`src/rtl/sd_pkg.sv`:
```
// Shared encodings for the SD CMD-line sequencer: response types, FSM states, CRC7.
// Latency: n/a (types and constants only).
// Backpressure: n/a.
package sd_pkg;

  // Response type encodings presented on rsp_type
  localparam logic [1:0] RSP_NONE      = 2'd0;
  localparam logic [1:0] RSP_R48       = 2'd1;
  localparam logic [1:0] RSP_R48_NOCRC = 2'd2;
  localparam logic [1:0] RSP_R136      = 2'd3;

  // CRC7 generator x^7 + x^3 + 1 (the x^7 term is implicit)
  localparam logic [6:0] CRC7_POLY = 7'h09;

  // Command frame layout: 40 CRC-covered bits, 7 CRC bits, 1 end bit
  localparam logic [5:0] TX_CRC_START = 6'd40;
  localparam logic [5:0] TX_END_BIT   = 6'd47;
  localparam logic [5:0] TX_BITS      = 6'd48;

  // Index of the last response bit after the start bit, per response length
  localparam logic [7:0] RX_LAST_R48  = 8'd47;
  localparam logic [7:0] RX_LAST_R136 = 8'd135;

  typedef enum logic [2:0] {
    IDLE,
    SEND,
    WAIT_RSP,
    RECV,
    GAP,
    DONE
  } state_t;

  // One serial CRC7 step, MSB-first
  function automatic logic [6:0] crc7_step(input logic [6:0] crc, input logic din);
    logic fb;
    fb = din ^ crc[6];
    return {crc[5:0], 1'b0} ^ (fb ? CRC7_POLY : 7'h00);
  endfunction

endpackage

```
`src/rtl/sd_crc7.sv`:
```
// Serial CRC7 accumulator, one bit per enabled cycle, cleared to zero by clr.
// Latency: crc reflects a bit one clk after en.
// Backpressure: none; caller gates en.
module sd_crc7
  import sd_pkg::*;
(
  input  logic       clk,
  input  logic       reset,
  input  logic       clr,
  input  logic       en,
  input  logic       din,
  output logic [6:0] crc
);

  // CRC register: clear wins over shifting in a new bit
  always_ff @(posedge clk) begin
    if (reset || clr) begin
      crc <= 7'h00;
    end else if (en) begin
      crc <= crc7_step(crc, din);
    end
  end

endmodule

```
`src/rtl/sd_cmd_engine.sv`:
```
// SD CMD-line sequencer: SD_CLK generation, 48-bit command TX, R48/R136 RX with CRC7, NCC gap.
// Latency: done asserts one clk after the NCC-th gap rise strobe; busy rises one clk after accept.
// Backpressure: start is only accepted while busy=0; requests during busy are dropped.
module sd_cmd_engine
  import sd_pkg::*;
#(
  parameter int CLK_DIV = 4,
  parameter int NCR_MAX = 64,
  parameter int NCC     = 8
) (
  input  logic         clk,
  input  logic         reset,
  input  logic         start,
  input  logic [5:0]   cmd_index,
  input  logic [31:0]  cmd_arg,
  input  logic [1:0]   rsp_type,
  output logic         busy,
  output logic         done,
  output logic         timeout,
  output logic         crc_err,
  output logic [127:0] rsp_data,
  output logic         sd_clk,
  output logic         cmd_out,
  output logic         cmd_oe,
  input  logic         cmd_in
);

  localparam int DIV_W = (CLK_DIV > 2) ? $clog2(CLK_DIV) : 1;
  localparam int NCR_W = $clog2(NCR_MAX + 1);
  localparam int NCC_W = $clog2(NCC + 1);

  state_t             state;
  state_t             state_nxt;
  logic [DIV_W-1:0]   div;
  logic               wrap;
  logic               rise;
  logic               fall;
  logic               accept;

  logic [1:0]         typ;
  logic [39:0]        tx_sr;
  logic [5:0]         bit_cnt;
  logic [2:0]         crc_idx;
  logic               tx_bit;
  logic [6:0]         tx_crc;

  logic [NCR_W-1:0]   ncr_cnt;
  logic               ncr_last;
  logic [7:0]         rx_cnt;
  logic [7:0]         rx_last_idx;
  logic [7:0]         rx_pos;
  logic               rx_last;
  logic               rx_crc_en;
  logic [6:0]         rx_crc;

  logic [NCC_W-1:0]   gap_cnt;
  logic               gap_last;

  // Strobes derived from the free-running divider; they mark the cycle whose edge toggles sd_clk
  assign wrap = (div == DIV_W'(CLK_DIV - 1));
  assign rise = wrap & ~sd_clk;
  assign fall = wrap &  sd_clk;

  assign accept = start & ~busy;

  // Outgoing bit: shifted header/argument, then CRC7 MSB-first, then the end bit
  assign crc_idx = 3'(6'd46 - bit_cnt);
  assign tx_bit  = (bit_cnt < TX_CRC_START) ? tx_sr[39] :
                   (bit_cnt < TX_END_BIT)   ? tx_crc[crc_idx] : 1'b1;

  // Position of the response bit arriving on this rise, counted from the response MSB
  assign rx_last_idx = (typ == RSP_R136) ? RX_LAST_R136 : RX_LAST_R48;
  assign rx_pos      = rx_last_idx - rx_cnt;
  assign rx_last     = (rx_cnt == rx_last_idx);
  // R48 covers [47:8] (start bit adds nothing to a zero register); R136 covers [127:8]
  assign rx_crc_en   = (state == RECV) && rise && (rx_pos >= 8'd8) && (rx_pos <= 8'd127);

  assign ncr_last = (ncr_cnt == NCR_W'(NCR_MAX - 1));
  assign gap_last = (gap_cnt == NCC_W'(NCC - 1));

  sd_crc7 u_tx_crc (
    .clk   (clk),
    .reset (reset),
    .clr   (accept),
    .en    ((state == SEND) && fall && (bit_cnt < TX_CRC_START)),
    .din   (tx_sr[39]),
    .crc   (tx_crc)
  );

  sd_crc7 u_rx_crc (
    .clk   (clk),
    .reset (reset),
    .clr   (accept),
    .en    (rx_crc_en),
    .din   (cmd_in),
    .crc   (rx_crc)
  );

  // Free-running clock divider producing sd_clk
  always_ff @(posedge clk) begin
    if (reset) begin
      div    <= '0;
      sd_clk <= 1'b0;
    end else if (wrap) begin
      div    <= '0;
      sd_clk <= ~sd_clk;
    end else begin
      div    <= div + DIV_W'(1);
    end
  end

  // FSM state register
  always_ff @(posedge clk) begin
    if (reset) begin
      state <= IDLE;
    end else begin
      state <= state_nxt;
    end
  end

  // FSM next-state and status outputs; busy drops in DONE so a new start can be taken there
  always_comb begin
    state_nxt = state;
    busy      = 1'b1;
    done      = 1'b0;
    case (state)
      IDLE: begin
        busy = 1'b0;
        if (start) state_nxt = SEND;
      end
      SEND: begin
        if (fall && (bit_cnt == TX_BITS)) begin
          state_nxt = (typ == RSP_NONE) ? GAP : WAIT_RSP;
        end
      end
      WAIT_RSP: begin
        if (rise) begin
          if (!cmd_in)       state_nxt = RECV;
          else if (ncr_last) state_nxt = GAP;
        end
      end
      RECV: begin
        if (rise && rx_last) state_nxt = GAP;
      end
      GAP: begin
        if (rise && gap_last) state_nxt = DONE;
      end
      DONE: begin
        busy      = 1'b0;
        done      = 1'b1;
        state_nxt = start ? SEND : IDLE;
      end
      default: begin
        busy      = 1'b0;
        state_nxt = IDLE;
      end
    endcase
  end

  // Command transmitter: pad drive changes only on fall strobes; release after bit 47 has been held
  always_ff @(posedge clk) begin
    if (reset) begin
      cmd_out <= 1'b1;
      cmd_oe  <= 1'b0;
      bit_cnt <= '0;
      tx_sr   <= '0;
      typ     <= RSP_NONE;
    end else if (accept) begin
      tx_sr   <= {2'b01, cmd_index, cmd_arg};
      bit_cnt <= '0;
      typ     <= rsp_type;
    end else if ((state == SEND) && fall) begin
      if (bit_cnt == TX_BITS) begin
        cmd_oe  <= 1'b0;
        cmd_out <= 1'b1;
      end else begin
        cmd_oe  <= 1'b1;
        cmd_out <= tx_bit;
        bit_cnt <= bit_cnt + 6'd1;
        if (bit_cnt < TX_CRC_START) tx_sr <= {tx_sr[38:0], 1'b0};
      end
    end
  end

  // Response receiver: NCR wait, bit capture on rise strobes, final CRC/end-bit judgement
  always_ff @(posedge clk) begin
    if (reset) begin
      ncr_cnt  <= '0;
      rx_cnt   <= '0;
      rsp_data <= '0;
      timeout  <= 1'b0;
      crc_err  <= 1'b0;
    end else if (accept) begin
      ncr_cnt  <= '0;
      rx_cnt   <= '0;
      rsp_data <= '0;
      timeout  <= 1'b0;
      crc_err  <= 1'b0;
    end else if (rise && (state == WAIT_RSP)) begin
      if (!cmd_in) begin
        rx_cnt  <= 8'd1;
      end else if (ncr_last) begin
        timeout <= 1'b1;
      end else begin
        ncr_cnt <= ncr_cnt + NCR_W'(1);
      end
    end else if (rise && (state == RECV)) begin
      rx_cnt <= rx_cnt + 8'd1;
      if (rx_last) begin
        // rsp_data[6:0] holds received bits [7:1]; cmd_in is the end bit
        crc_err <= !cmd_in || ((typ != RSP_R48_NOCRC) && (rsp_data[6:0] != rx_crc));
        if (typ == RSP_R136) begin
          rsp_data <= {rsp_data[126:0], cmd_in};
        end else begin
          rsp_data <= {90'b0, rsp_data[44:7]};
        end
      end else begin
        rsp_data <= {rsp_data[126:0], cmd_in};
      end
    end
  end

  // NCC gap counter, only live while in GAP
  always_ff @(posedge clk) begin
    if (reset || (state != GAP)) begin
      gap_cnt <= '0;
    end else if (rise) begin
      gap_cnt <= gap_cnt + NCC_W'(1);
    end
  end

endmodule
```
`config.mk`:
```
export PLATFORM = sky130hd
export DESIGN_NAME = sd_cmd_engine
export DESIGN_NICKNAME = d
export VERILOG_FILES = /design/src/rtl/sd_pkg.sv /design/src/rtl/sd_crc7.sv /design/src/rtl/sd_cmd_engine.sv
export SDC_FILE = /design/constraint.sdc
export NUM_CORES = 1
export LEC_CHECK = 0
export CORE_MARGIN = 8
export CORE_UTILIZATION = 30
export CTS_CLUSTER_DIAMETER = 120
export CTS_CLUSTER_SIZE = 16
export DETAILED_ROUTE_END_ITERATION = 10
export PLACE_DENSITY = 0.57
export SYNTH_ARGS = -nofsm -noshare
export SYNTH_HDL_FRONTEND = slang
export SYNTH_SLANG_ARGS = --single-unit
```
`constraint.sdc`:
```
create_clock -name clk -period 2.7 [get_ports clk]
set_clock_uncertainty 0.1 [all_clocks]
set_input_delay 0.54 -clock clk [delete_from_list [all_inputs] [get_ports clk]]
set_output_delay 0.54 -clock clk [all_outputs]
set_load 0.005 [all_outputs]
```
# Word-level counts from Yosys, hierarchy flattened

Cells that the tools add are included.

Bitwise gates (word level): 13
Equality and inequality tests: 22
Reduce and logical (&&, ||, !) cells: 32
Add/sub/neg operators: 7
Magnitude comparators: 5
Multiplexer cells: 30

Operators with widths:

| kind                                                                             | number |
|---|---|
| 128-bit 2-to-1 mux                                                               | 2 |
| 39-bit 2-to-1 mux                                                                | 4 |
| 8-bit 2-to-1 mux                                                                 | 4 |
| 3-bit 2-to-1 mux                                                                 | 8 |
| 3-bit case mux with 6 select lines                                               | 1 |
| 3-bit AND reduction                                                              | 5 |
| 7-bit XOR                                                                        | 2 |
| 6-bit < comparator, second input constant                                        | 2 |
| 1-bit logical AND                                                                | 10 |
| 2-bit inequality test, second input constant                                     | 5 |
| 8-bit by 1-bit adder with 8-bit output, second input constant                    | 1 |
| 8-bit == test                                                                    | 1 |
| 8-bit by 4-bit >= comparator with 1-bit output, second input constant            | 1 |
| 8-bit by 7-bit less-or-equal comparator with 1-bit output, second input constant | 1 |
| 1-bit 2-to-1 mux                                                                 | 8 |
| 4-bit 2-to-1 mux                                                                 | 2 |
| 2-bit AND reduction                                                              | 4 |
| 8-bit subtractor                                                                 | 1 |
| 7-bit by 1-bit adder with 7-bit output, second input constant                    | 1 |
| 7-bit by 6-bit == test with 1-bit output, second input constant                  | 1 |
| 7-bit inequality test                                                            | 1 |
| 6-bit by 1-bit adder with 6-bit output, second input constant                    | 1 |
| 3-bit by 2-bit == test with 1-bit output, second input constant                  | 2 |
| 3-bit == test, second input constant                                             | 2 |
| 22 further kinds                                                                 | 39 |

Input bits: 44
Output and inout bits: 135
Register bits: 219

# Depth between registers and ports, before layout

Gate-level depths: netlist of run 1.

Depth in word-level cells: 7
Mapped depth: 10
Gate-level depth less buffers: 8

# Cells and area by module

From an unflattened synthesis of run 1, not the netlist that was laid out.

Cell total of the unflattened synthesis: 1006
Area total of the unflattened synthesis: 9046.2 µm²

By module, submodules not included:

| module        | area each (µm²) | seq. area each (µm²) | cells an instance | instances |
|---|---|---|---|---|
| sd_cmd_engine | 8493.1          | 4103.9               | 950               | 1 |
| sd_crc7       | 276.5           | 140.1                | 28                | 2 |

# Worst setup path before layout of run 1

Ideal clock, no wire load.

Path kind: register to register
Start point: register typ[0]
End point: register u_rx_crc.crc[0]
Period minus slack after synthesis: 2.299 ns
Stages on the path, launching flop included: 9
Data required time: 2.528 ns
Slack: 0.401 ns
Arrival time: 2.128 ns
Path through: dfxtp_1 > nand2_2 > ha_1 > xor2_1 > o32ai_1 > a31oi_4 > nor3_2 > o41ai_4 > mux2i_1

Word-level cells in the longest chain between the ends: 6
Elaborated cells between the ends (all ways): 7

Ends and longest elaborated chain:

| item                                           | RTL line             | RTL |
|---|---|---|
| start, declared                                | sd_cmd_engine.sv:40  | `logic [1:0] typ;` |
| start signal, assigned                         | sd_cmd_engine.sv:171 | `typ <= rsp_type;` |
| 2-bit == test *                                | sd_cmd_engine.sv:72  | `assign rx_last_idx = (typ == RSP_R136) ? RX_LAST_R136 : RX_LAST_R48;` |
| 8-bit 2-to-1 mux *                             | sd_cmd_engine.sv:72  |  |
| 8-bit subtractor *                             | sd_cmd_engine.sv:73  | `assign rx_pos = rx_last_idx - rx_cnt;` |
| 8-bit by 4-bit >= comparator with 1-bit output | sd_cmd_engine.sv:76  | `assign rx_crc_en = (state == RECV) && rise && (rx_pos >= 8'd8) && (rx_pos <= 8'd127);` |
| 1-bit logical AND                              | sd_cmd_engine.sv:76  |  |
| 1-bit logical AND *                            | sd_cmd_engine.sv:76  |  |
| end signal, assigned                           | sd_crc7.sv:20        | `crc <= crc7_step(crc, din);` |
| end, declared                                  | sd_crc7.sv:12        | `output logic [6:0] crc` |

Every way passes the cells marked *; elsewhere a longest branch is shown, timed or not.
A chain may end at the register's enable or synchronous reset.

# Worst setup path after layout of run 1

Start point: register state[2]
End point: output busy

Word-level cells in the longest chain between the ends: 3
Elaborated cells between the ends (all ways): 6

Ends and longest elaborated chain:

| item                                                                   | RTL line             | RTL |
|---|---|---|
| start, declared                                                        | sd_cmd_engine.sv:32  | `state_t state;` |
| start signal, assigned                                                 | sd_cmd_engine.sv:117 | `state <= state_nxt;` |
| 3-bit by 2-bit == test with 1-bit output, or another cell as far along | sd_cmd_engine.sv:126 | `case (state)` |
| 4-bit OR reduction (no source line) *                                  | -                    |  |
| 1-bit 2-to-1 mux *                                                     | sd_cmd_engine.sv:126 |  |
| end, declared                                                          | sd_cmd_engine.sv:17  | `output logic busy,` |

Marks and branches as above.

==> run metrics, run 1 <==
Design Area, Final 11600 um2; Max stage delay on crit path 610 ps; area delta synth->final 29.2%; worst path arrival time 1890 ps; gr ovfl total 0; largest net degree at the start of global routing 93; Pwr Total 7.23 mW; most area-consuming cells after synthesis dfxtp_1, mux2i_1, nor2_1; average cell area after synthesis 9.39 um2; area of the core 29600 um2; fraction of layout cells with a size suffix above 1 5.37%; Synth cell types 55; wire per inst 15.4 um; final wirelength 22900 um; status finished clean; final layout net count 1151; asr flop ratio synth 0%; Total Neg Setup Slack 0 ps; CP Cell Sequence xnor2_1 > clkdlybuf4s50_1; DRT iter0 DRCs 362; Die Span X 189 um; clock sinks 219; row count 63; crit-path max FO 11; synthesized area 9010 um2; final hold vios 0; fin util 39.3%; H-tree Lvls 1; most frequent cells in the layout dfxtp_1, nor2_1, clkdlybuf4s50_1; RSZ-0062 raised after global routing false; Post-CTS Hold Fix Bufs 0; sequential share of the synthesized area 48.6%; die height 189 um; yosys warns 0; Num CTS Buffers 17; worst-margin pin slew 749 ps; first-pass GRT wire length 37600 um; post-synthesis sequential element count 219; Max IR drop VDD 0.000359 V; CTS tree yes; Worst Setup Start Kind flip-flop; Fmax 0.396 GHz; Slew Limit Fails 0; Pwr Density 621 nW/um2; Req. time, crit path 2060 ps; minimum clock period 2530 ps; max_cap viols 0; DP HPWL 15100 um; maximum clock insertion buffer count 3; r2r setup slk 250 ps; Post-DP Area 11200 um2; Cells after Synth 960; Total Routing Usage GR 12.2%; Met3 Wirelength 1820 um; setup violators final 0; routability cong. 0.760; WS Path Type reg2out; Tcrit/Tclk final 93.6%; Leak 4.41 nW; Antenna Cells 0; Met2 Routed Length 9700 um; antenna violations before repair 0; IO Pins 179; clk slew on worst S/H paths 70 ps; vias in the first global route 6910; syn_nets 1013; Post-synth EDFFs 0; Synth Flop Type dfxtp_1; clk_lat worst skew 490 ps; Worst Hold Class in2reg; Port Buffers 178; Synth top area share 48.6%; total number of vias 7212; slew margin rel. 49.6%; full die area 35800 um2; DR pass1 iterations 5; initial core utilization 30.4%; CP max-delay cell dfxtp_1; area leader, netlist dfxtp_1; wl on met1 11000 um; routed vias/inst 4.85; Setup crit end kind output port; most common cell after layout, fill and taps aside dfxtp_1; Final ANT Viol Nets 0; DR top layer met4; root buf cell clkbuf_16; drc violations 0
==> final timing paths <==
| kind | cells after the start | from | endpoint |
|---|---|---|---|
| min reg2reg | 1 | div[0]$_SDFF_PP0_ | div[0]$_SDFF_PP0_ |
| max reg2reg | 8 | typ[0]$_SDFFE_PP0P_ | u_rx_crc.crc[2]$_SDFFE_PP0P_ |
| max | 2 | state[2]$_SDFFE_PP0P_ | busy |
| min | 2 | reset | div[0]$_SDFF_PP0_ |
==> through the flow <==
step | std cells | hold slack [ps] | worst slack (ps)
floorplan | 960 | 304 | 401
global placement | 1469 | 314 | 324
global route | 1488 | 329 | 61.2
CTS | 1488 | 294 | 10.9
detailed placement | 1469 | 323 | 254
finish | 1488 | 305 | 172
==> sequential cells by signal, indices dropped and copies added, names as in the netlist, 2 cells and up <==
register	flops
u_rx_crc.crc	7
gap_cnt	4
ncr_cnt	7
typ	2
rsp_data	128
rx_cnt	8
u_tx_crc.crc	7
state	3
div	2
tx_sr	40
bit_cnt	6
==> critical path: cells and delay by family, from the launching register on <==
kind      cells  cell delay [ps]
buf+inv       1              570
xor+xnor      1              230
flops         1              610
==> kinds of logic (layout without fill, tap and decap cells) <==
| kind of cell | Yosys count | count (layout) | synth area share, % |
|---|---|---|---|
| AO/OA/AOI/OAI | 210 | 210 | 17.5 |
| XOR/XNOR | 31 | 31 | 3.01 |
| adder cells (fa/ha/maj) | 9 | 9 | 1.25 |
| buffers and inverters | 90 | 228 | 4.33 |
| flip-flops | 219 | 219 | 48.6 |
| multiplexers | 96 | 96 | 10.8 |
| AND/OR/NAND/NOR | 305 | 305 | 14.4 |
==> per-layer routing <==
layer  global-route usage, %  up-vias
met5                       0        -
met4                    2.71        0
met3                    4.69       22
met2                    18.3      130
met1                    16.4     3385
li1                        -     3675
==> power breakdown <==
part	total (mW)	switching [mW]	leakage, nW	internal (mW)
clock	2.25	1.12	0.214	1.13
sequential	3.69	0.186	1.77	3.50
combinational	1.29	0.772	2.43	0.523
total	7.23	2.08	4.41	5.15
==> Yosys cell counts, types with 2 or more instances <==
master,instances
o31a_1,2
nor2b_1,3
xor2_1,13
nor3_1,6
mux2_1,2
o21ai_0,4
dfxtp_1,219
and3_1,4
inv_1,11
nor2_1,213
nor3_2,3
ha_1,9
buf_1,3
inv_2,2
a211oi_1,79
nor3b_1,2
nand2_1,34
or3_1,2
xnor2_1,18
o21ai_1,2
nand4_1,9
buf_4,2
clkbuf_1,36
a22oi_1,90
a21oi_1,16
buf_2,36
nand3_1,10
nand2b_1,9
nand4b_1,2
mux2i_1,93
nor2_2,2
==> cell type report <==
cell class	count	area, um2
Sequential cell	219	4390
Tap cell	390	488
Timing Repair Buffer	196	2010
Clock buffer	17	425
Inverter	13	48.8
Fill cell	2995	18000
Multi-Input combinational cell	651	4270
Clock inverter	2	16.3
==> repair_timing <==
| action | 4_1_cts | 5_1_grt |
|---|---|---|
| setup buffers | 0 | 0 |
| resized for setup | 0 | 2 |
| setup endpoints to repair | 0 | 2 |
(Power assumes the default switching activity.)
==> run 2, diff against run 1 <==
--- a/config.mk
+++ b/config.mk
@@ -10,6 +10,7 @@
 export CTS_CLUSTER_DIAMETER = 120
 export CTS_CLUSTER_SIZE = 16
 export DETAILED_ROUTE_END_ITERATION = 10
+export GPL_ROUTABILITY_DRIVEN = 0
 export PLACE_DENSITY = 0.57
 export SYNTH_ARGS = -nofsm -noshare
 export SYNTH_HDL_FRONTEND = slang
==> constraint.sdc (replaced) <==
create_clock -name clk -period 2.7 [get_ports clk]
set_clock_uncertainty 0.1 [all_clocks]
set_input_delay 0.27 -clock clk [delete_from_list [all_inputs] [get_ports clk]]
set_output_delay 0.27 -clock clk [all_outputs]
set_load 0.005 [all_outputs]
==> run 2 against run 1 <==
Compared with the run above: combinational power about the same; flip-flop and latch count unchanged; register-to-register slack barely moved; core utilization fell by 0.14 points; via count shrank 0.15%; sequential share of layout area rose by 0.12 points; die area is the same; global-route usage increased by 0.19 points; clock power is essentially flat; worst setup slack better by 89 ps; non-clock buffer count down 2; critical path type is now reg2reg; critical endpoint is now u_rx_crc.crc[4]$_SDFFE_PP0P_; largest cell class unchanged; largest power group unchanged.
==> run metrics, run 2 (synthesized netlist as in run 1, its figures left out) <==
biggest regs rsp_data x128, tx_sr x40, rx_cnt x8; area delta synth->final 28.8%; total number of vias 7201; Final ANT Viol Nets 0; fin util 39.2%; H-tree Lvls 1; Tcrit/Tclk final 90.3%; wire per inst 15.6 um; CP Cell Sequence nand2_2 > ha_1 > xor2_1 > o32ai_1 > a31oi_4 > nor3_2 > o41ai_4 > mux2i_1; status finished clean; Post-DP Area 11200 um2; DRT iter0 DRCs 346; final layout net count 1149; final hold vios 0; Design Area, Final 11600 um2; area of the core 29600 um2; Max IR drop VDD 0.000443 V; most common cell after layout, fill and taps aside dfxtp_1; maximum clock insertion buffer count 3; vias in the first global route 7033; root buf cell clkbuf_16; Total Neg Setup Slack 0 ps; max_cap viols 0; Port Buffers 178; drc violations 0; Setup crit end kind flip-flop; Antenna Cells 0; busiest metal layer after global routing met2; Req. time, crit path 3010 ps; Die Span X 189 um; setup violators final 0; clk_lat worst skew 490 ps; clk slew on worst S/H paths 70 ps; CP max-delay cell o41ai_4; Buf/Inv on CP 0; Leak 4.39 nW; cell family with most CP delay compound AO/OA/AOI/OAI gates; Total Routing Usage GR 12.4%; die height 189 um; row count 63; DP HPWL 15200 um; IO Pins 179; met3 usage in global routing 4.89%; Post-CTS Repair Setup Buffers 0; first-pass GRT wire length 38200 um; most frequent cells in the layout dfxtp_1, nor2_1, clkdlybuf4s50_1; full die area 35800 um2; Slew Limit Fails 0; WS Path Type reg2reg; CTS tree yes; slew margin rel. 33.2%; met2 usage 18.5%; DR pass1 iterations 4; Post-CTS Hold Fix Bufs 0; minimum clock period 2440 ps; pre-CTS setup slack 254 ps; routed vias/inst 4.85; Pwr Density 625 nW/um2; Max stage delay on crit path 610 ps; crit path setup slack, layout 262 ps; crit-path max FO 7; Worst Setup Start Kind flip-flop; antenna violations before repair 0; grt met1 use 16.6%; Num CTS Buffers 17; max reg flops 128; Worst Hold Class in2reg; initial core utilization 30.4%; fraction of layout cells with a size suffix above 1 5.02%; CTS resizes 0; worst path arrival time 2740 ps; largest reg by FF count rsp_data; Fmax 0.410 GHz; clock sinks 219; RSZ-0062 raised after global routing false; largest net degree at the start of global routing 92; final wirelength 23100 um; gr ovfl total 0; worst-margin pin slew 1000 ps
[run 2: cell types whose count changed in the layout (fill, tap and decap cells not counted), sizes merged]
cell	before	now
buf	19	17
[run 2: worst paths after layout]
kind	start	to	slack (ps)	depth (start not counted)
worst max-delay path	typ[0]$_SDFFE_PP0P_	u_rx_crc.crc[4]$_SDFFE_PP0P_	260	8
worst min-delay path	reset	rx_cnt[3]$_SDFFE_PP0P_	200	4
worst max register to register	typ[0]$_SDFFE_PP0P_	u_rx_crc.crc[4]$_SDFFE_PP0P_	260	8
worst min register to register	div[0]$_SDFF_PP0_	div[0]$_SDFF_PP0_	330	1
[run 2: cell type report]
type	instances	area, um2
fill	3003	18000
sequential	219	4380
multi-input combinational	651	4270
timing repair buffer	194	1970
tap	390	488
clock buffer	17	425
inverter	13	48.8
clock inverter	2	16.3
[run 2: worst min-delay path: stages]
cell and delay [ps]:
buf_2 110, nor2_1 70, o31ai_1 210, nor2_1 80
[run 2: stage by stage]
stage | hold WS, ps | cells | total power [mW]
2_1_floorplan | 304 | 960 | 4.65
3_3_place_gp | 314 | 1467 | 5.07
3_5_place_dp | 321 | 1467 | 5.07
4_1_cts | 166 | 1486 | 7.39
5_1_grt | 195 | 1486 | 7.68
6_report | 200 | 1486 | 7.26
[run 2: layer usage]
metal,up-vias,wire (um)
li1,3664,-
met1,3368,10800
met2,146,9860
met3,23,2060
met4,0,405
met5,-,0
[run 2: report_power, final]
part	switching (mW)	internal, mW	leakage [nW]
Sequential	0.185	3.50	1.77
Combinational	0.783	0.527	2.41
Clock	1.13	1.13	0.214
==> run 3, diff against run 2 <==
--- a/config.mk
+++ b/config.mk
@@ -11,7 +11,8 @@
 export CTS_CLUSTER_SIZE = 16
 export DETAILED_ROUTE_END_ITERATION = 10
 export GPL_ROUTABILITY_DRIVEN = 0
-export PLACE_DENSITY = 0.57
+export PLACE_DENSITY = 0.59
 export SYNTH_ARGS = -nofsm -noshare
 export SYNTH_HDL_FRONTEND = slang
+export SYNTH_HIERARCHICAL = 1
 export SYNTH_SLANG_ARGS = --single-unit
==> constraint.sdc (replaced) <==
create_clock -name clk -period 2 [get_ports clk]
set_clock_uncertainty 0.1 [all_clocks]
set_input_delay 0.2 -clock clk [delete_from_list [all_inputs] [get_ports clk]]
set_output_delay 0.2 -clock clk [all_outputs]
set_load 0.005 [all_outputs]
==> run 3 against run 2 <==
Compared with the run above: the flow now finishes with violations (setup timing); global-route usage increased by 0.11 points; non-clock buffer count increased by 84; register-to-register slack got worse by 340 ps; final cell count increased by 8.6%; worst setup slack got worse by 340 ps; sequential power increased by 32%; critical path depth increased by 1; core utilization increased by 4.5 points; flip-flop and latch count unchanged; critical endpoint is now u_rx_crc/crc[3]$_SDFFE_PP0P_.
==> run metrics, run 3 <==
slew margin rel. 66.0%; met3 usage in global routing 3.81%; largest reg by FF count rsp_data; Fmax 0.480 GHz; combinational power share 21.0%; Die Span X 190 um; antenna violations before repair 1; first-pass GRT wire length 38900 um; setup violators final 58; total number of vias 8072; grt met1 use 17.4%; RSZ-0062 raised after global routing true; biggest regs rsp_data x128, tx_sr x40, rx_cnt x8; CP Cell Sequence nand2_4 > ha_4 > xor2_2 > a211oi_2 > a2bb2oi_2 > o21ai_1 > a21oi_2 > or4b_1 > nand3_1; max reg flops 128; max_cap viols 0; fraction of layout cells with a size suffix above 1 16.8%; wire per inst 15.9 um; DP HPWL 16700 um; area of the core 29600 um2; Leak 4.24 nW; cell count after placement 1570; Final ANT Viol Nets 0; crit path setup slack, layout -83.3 ps; post-synthesis sequential element count 219; clk_lat worst skew 480 ps; yosys warns 6; routed vias/inst 5.00; worst path arrival time 2410 ps; Total Neg Setup Slack -1280 ps; initial core utilization 30.5%; Synth top area share 48.5%; Port Buffers 178; top post-synthesis cells by count dfxtp_1, nor2_1, nand2_1, a22oi_1, mux2i_1; gr ovfl total 0; worst-margin pin slew 503 ps; internal power 7.20 mW; clock network power share 30.6%; Antenna Cells 0; clock sinks 219; Pwr Density 775 nW/um2; row count 63; share of power burned in registers 48.4%; Post-DP Area 11700 um2; Worst Hold Class in2reg; Setup crit end kind flip-flop; Cells after Synth 1006; busiest metal layer after global routing met2; vias in the first global route 7466; drc violations 0; failing checks setup timing; fin cells 1614; asr flop ratio synth 0%; final layout net count 1276; Req. time, crit path 2330 ps; final hold vios 0; met2 usage 19.1%; Buf/Inv on CP 0; most area-consuming cells after synthesis dfxtp_1, nor2_1, a22oi_1; WS Path Type reg2reg; Tcrit/Tclk final 104%; Max stage delay on crit path 450 ps; most common cell after layout, fill and taps aside dfxtp_1; Pwr Total 10.0 mW; full die area 36000 um2; die height 190 um; status finished, violations left; CTS tree yes; largest net degree at the start of global routing 91; final wirelength 25700 um; Synth cell types 63; Max IR drop VDD 0.000451 V; Num CTS Buffers 17; CP max-delay cell or4b_1; H-tree Lvls 1; DR pass1 iterations 5; crit-path max FO 5; most frequent cell after synthesis dfxtp_1; average cell area after synthesis 8.99 um2; root buf cell clkbuf_16; synthesized area 9050 um2; cell family with most CP delay simple AND/OR/NAND/NOR gates; Worst Setup Start Kind flip-flop; Synth Flop Type dfxtp_1; switching power 2.83 mW; minimum clock period 2080 ps; IO Pins 179; sw frac 28.2%; sequential share of the synthesized area 48.5%; most frequent cells in the layout dfxtp_1, nor2_1, clkdlybuf4s50_1; DRT iter0 DRCs 496; Total Routing Usage GR 12.5%; WHS 184 ps; Post-synth EDFFs 0; clk slew on worst S/H paths 80 ps; area leader, netlist dfxtp_1; Design Area, Final 12900 um2; area delta synth->final 43.0%; Slew Limit Fails 0; syn_nets 1059; maximum clock insertion buffer count 3
run 3: changes by cell type after synthesis, sizes merged, moves of 3 or more:
cell and delta:
nand2b -3, nand3 +3, or2 +4, clkbuf +4
and3 -3, mux2i -41, nand2 +69, a311oi +36
xor2 -3, nand3b +4, a211oi -38, a21oi +4
run 3: repair_timing:
| item | 4_1_cts | 5_1_grt |
|---|---|---|
| endpoints found under the hold margin | 3 | 0 |
| cloned | 2 | 10 |
| resized for setup | 12 | 75 |
| setup buffers | 4 | 7 |
| hold buffers | 1 | 0 |
| pin swaps | 13 | 31 |
| endpoints found under the setup margin | 128 | 173 |
run 3: cell type report:
cell class	count	area [um2]
sequential	219	4400
timing repair buffer	278	2970
multi-input combinational	696	4590
clock buffer	19	433
tap	390	488
inverter	11	48.8
fill	2887	16700
clock inverter	1	7.51
run 3: power by group through the flow:
| stage | registers (mW) | logic [mW] | clock network (mW) |
|---|---|---|---|
| final | 4.85 | 2.11 | 3.07 |
| after floorplan | 4.90 | 1.21 | 0 |
| after detailed placement | 4.93 | 1.80 | 0 |
| after global routing | 4.89 | 2.31 | 3.36 |
| after global placement | 4.93 | 1.77 | 0 |
| after CTS | 4.85 | 1.81 | 3.19 |
run 3: through the flow:
stage	util [%]	setup slack (ps)
detailed placement	39.6	-82.7
CTS	41.6	-64.1
global placement	39.6	-47.5
finish	43.6	-83.3
floorplan	-	-76.9
global route	43.6	-175
run 3: final timing paths:
| check | from | end | slack [ps] | cells past startpoint |
|---|---|---|---|---|
| worst max-delay path | typ[1]$_SDFFE_PP0P_ | u_rx_crc/crc[3]$_SDFFE_PP0P_ | -80 | 9 |
| worst min-delay path | cmd_arg[0] | tx_sr[0]$_SDFFE_PP0P_ | 180 | 3 |
| worst max register to register | typ[1]$_SDFFE_PP0P_ | u_rx_crc/crc[3]$_SDFFE_PP0P_ | -80 | 9 |
| worst min register to register | tx_sr[38]$_SDFFE_PP0P_ | tx_sr[39]$_SDFFE_PP0P_ | 360 | 2 |
run 3: routing by layer:
layer | share of wire (%) | up-vias | wire length [um]
met4 | 0.99 | 2 | 254
met1 | 47 | 3852 | 12000
met5 | 0.051 | - | 13
li1 | - | 3991 | -
met2 | 45 | 201 | 11500
met3 | 7.6 | 26 | 1950
run 3: cells by family after synthesis:
logic type / count (synthesis) / synth area share (%)
flip-flops: 219 / 48.5
XOR/XNOR: 29 / 2.81
multiplexers: 54 / 6.13
adder cells (fa/ha/maj): 9 / 1.24
buffers and inverters: 91 / 5.09
AO/OA/AOI/OAI: 214 / 17.7
AND/OR/NAND/NOR: 390 / 18.6
run 3: worst min-delay path: cells and delay by family:
family | cells | cell delay, ps
buffers and inverters | 1 | 410
AND/OR/NAND/NOR | 1 | 60
AO/OA/AOI/OAI | 1 | 50
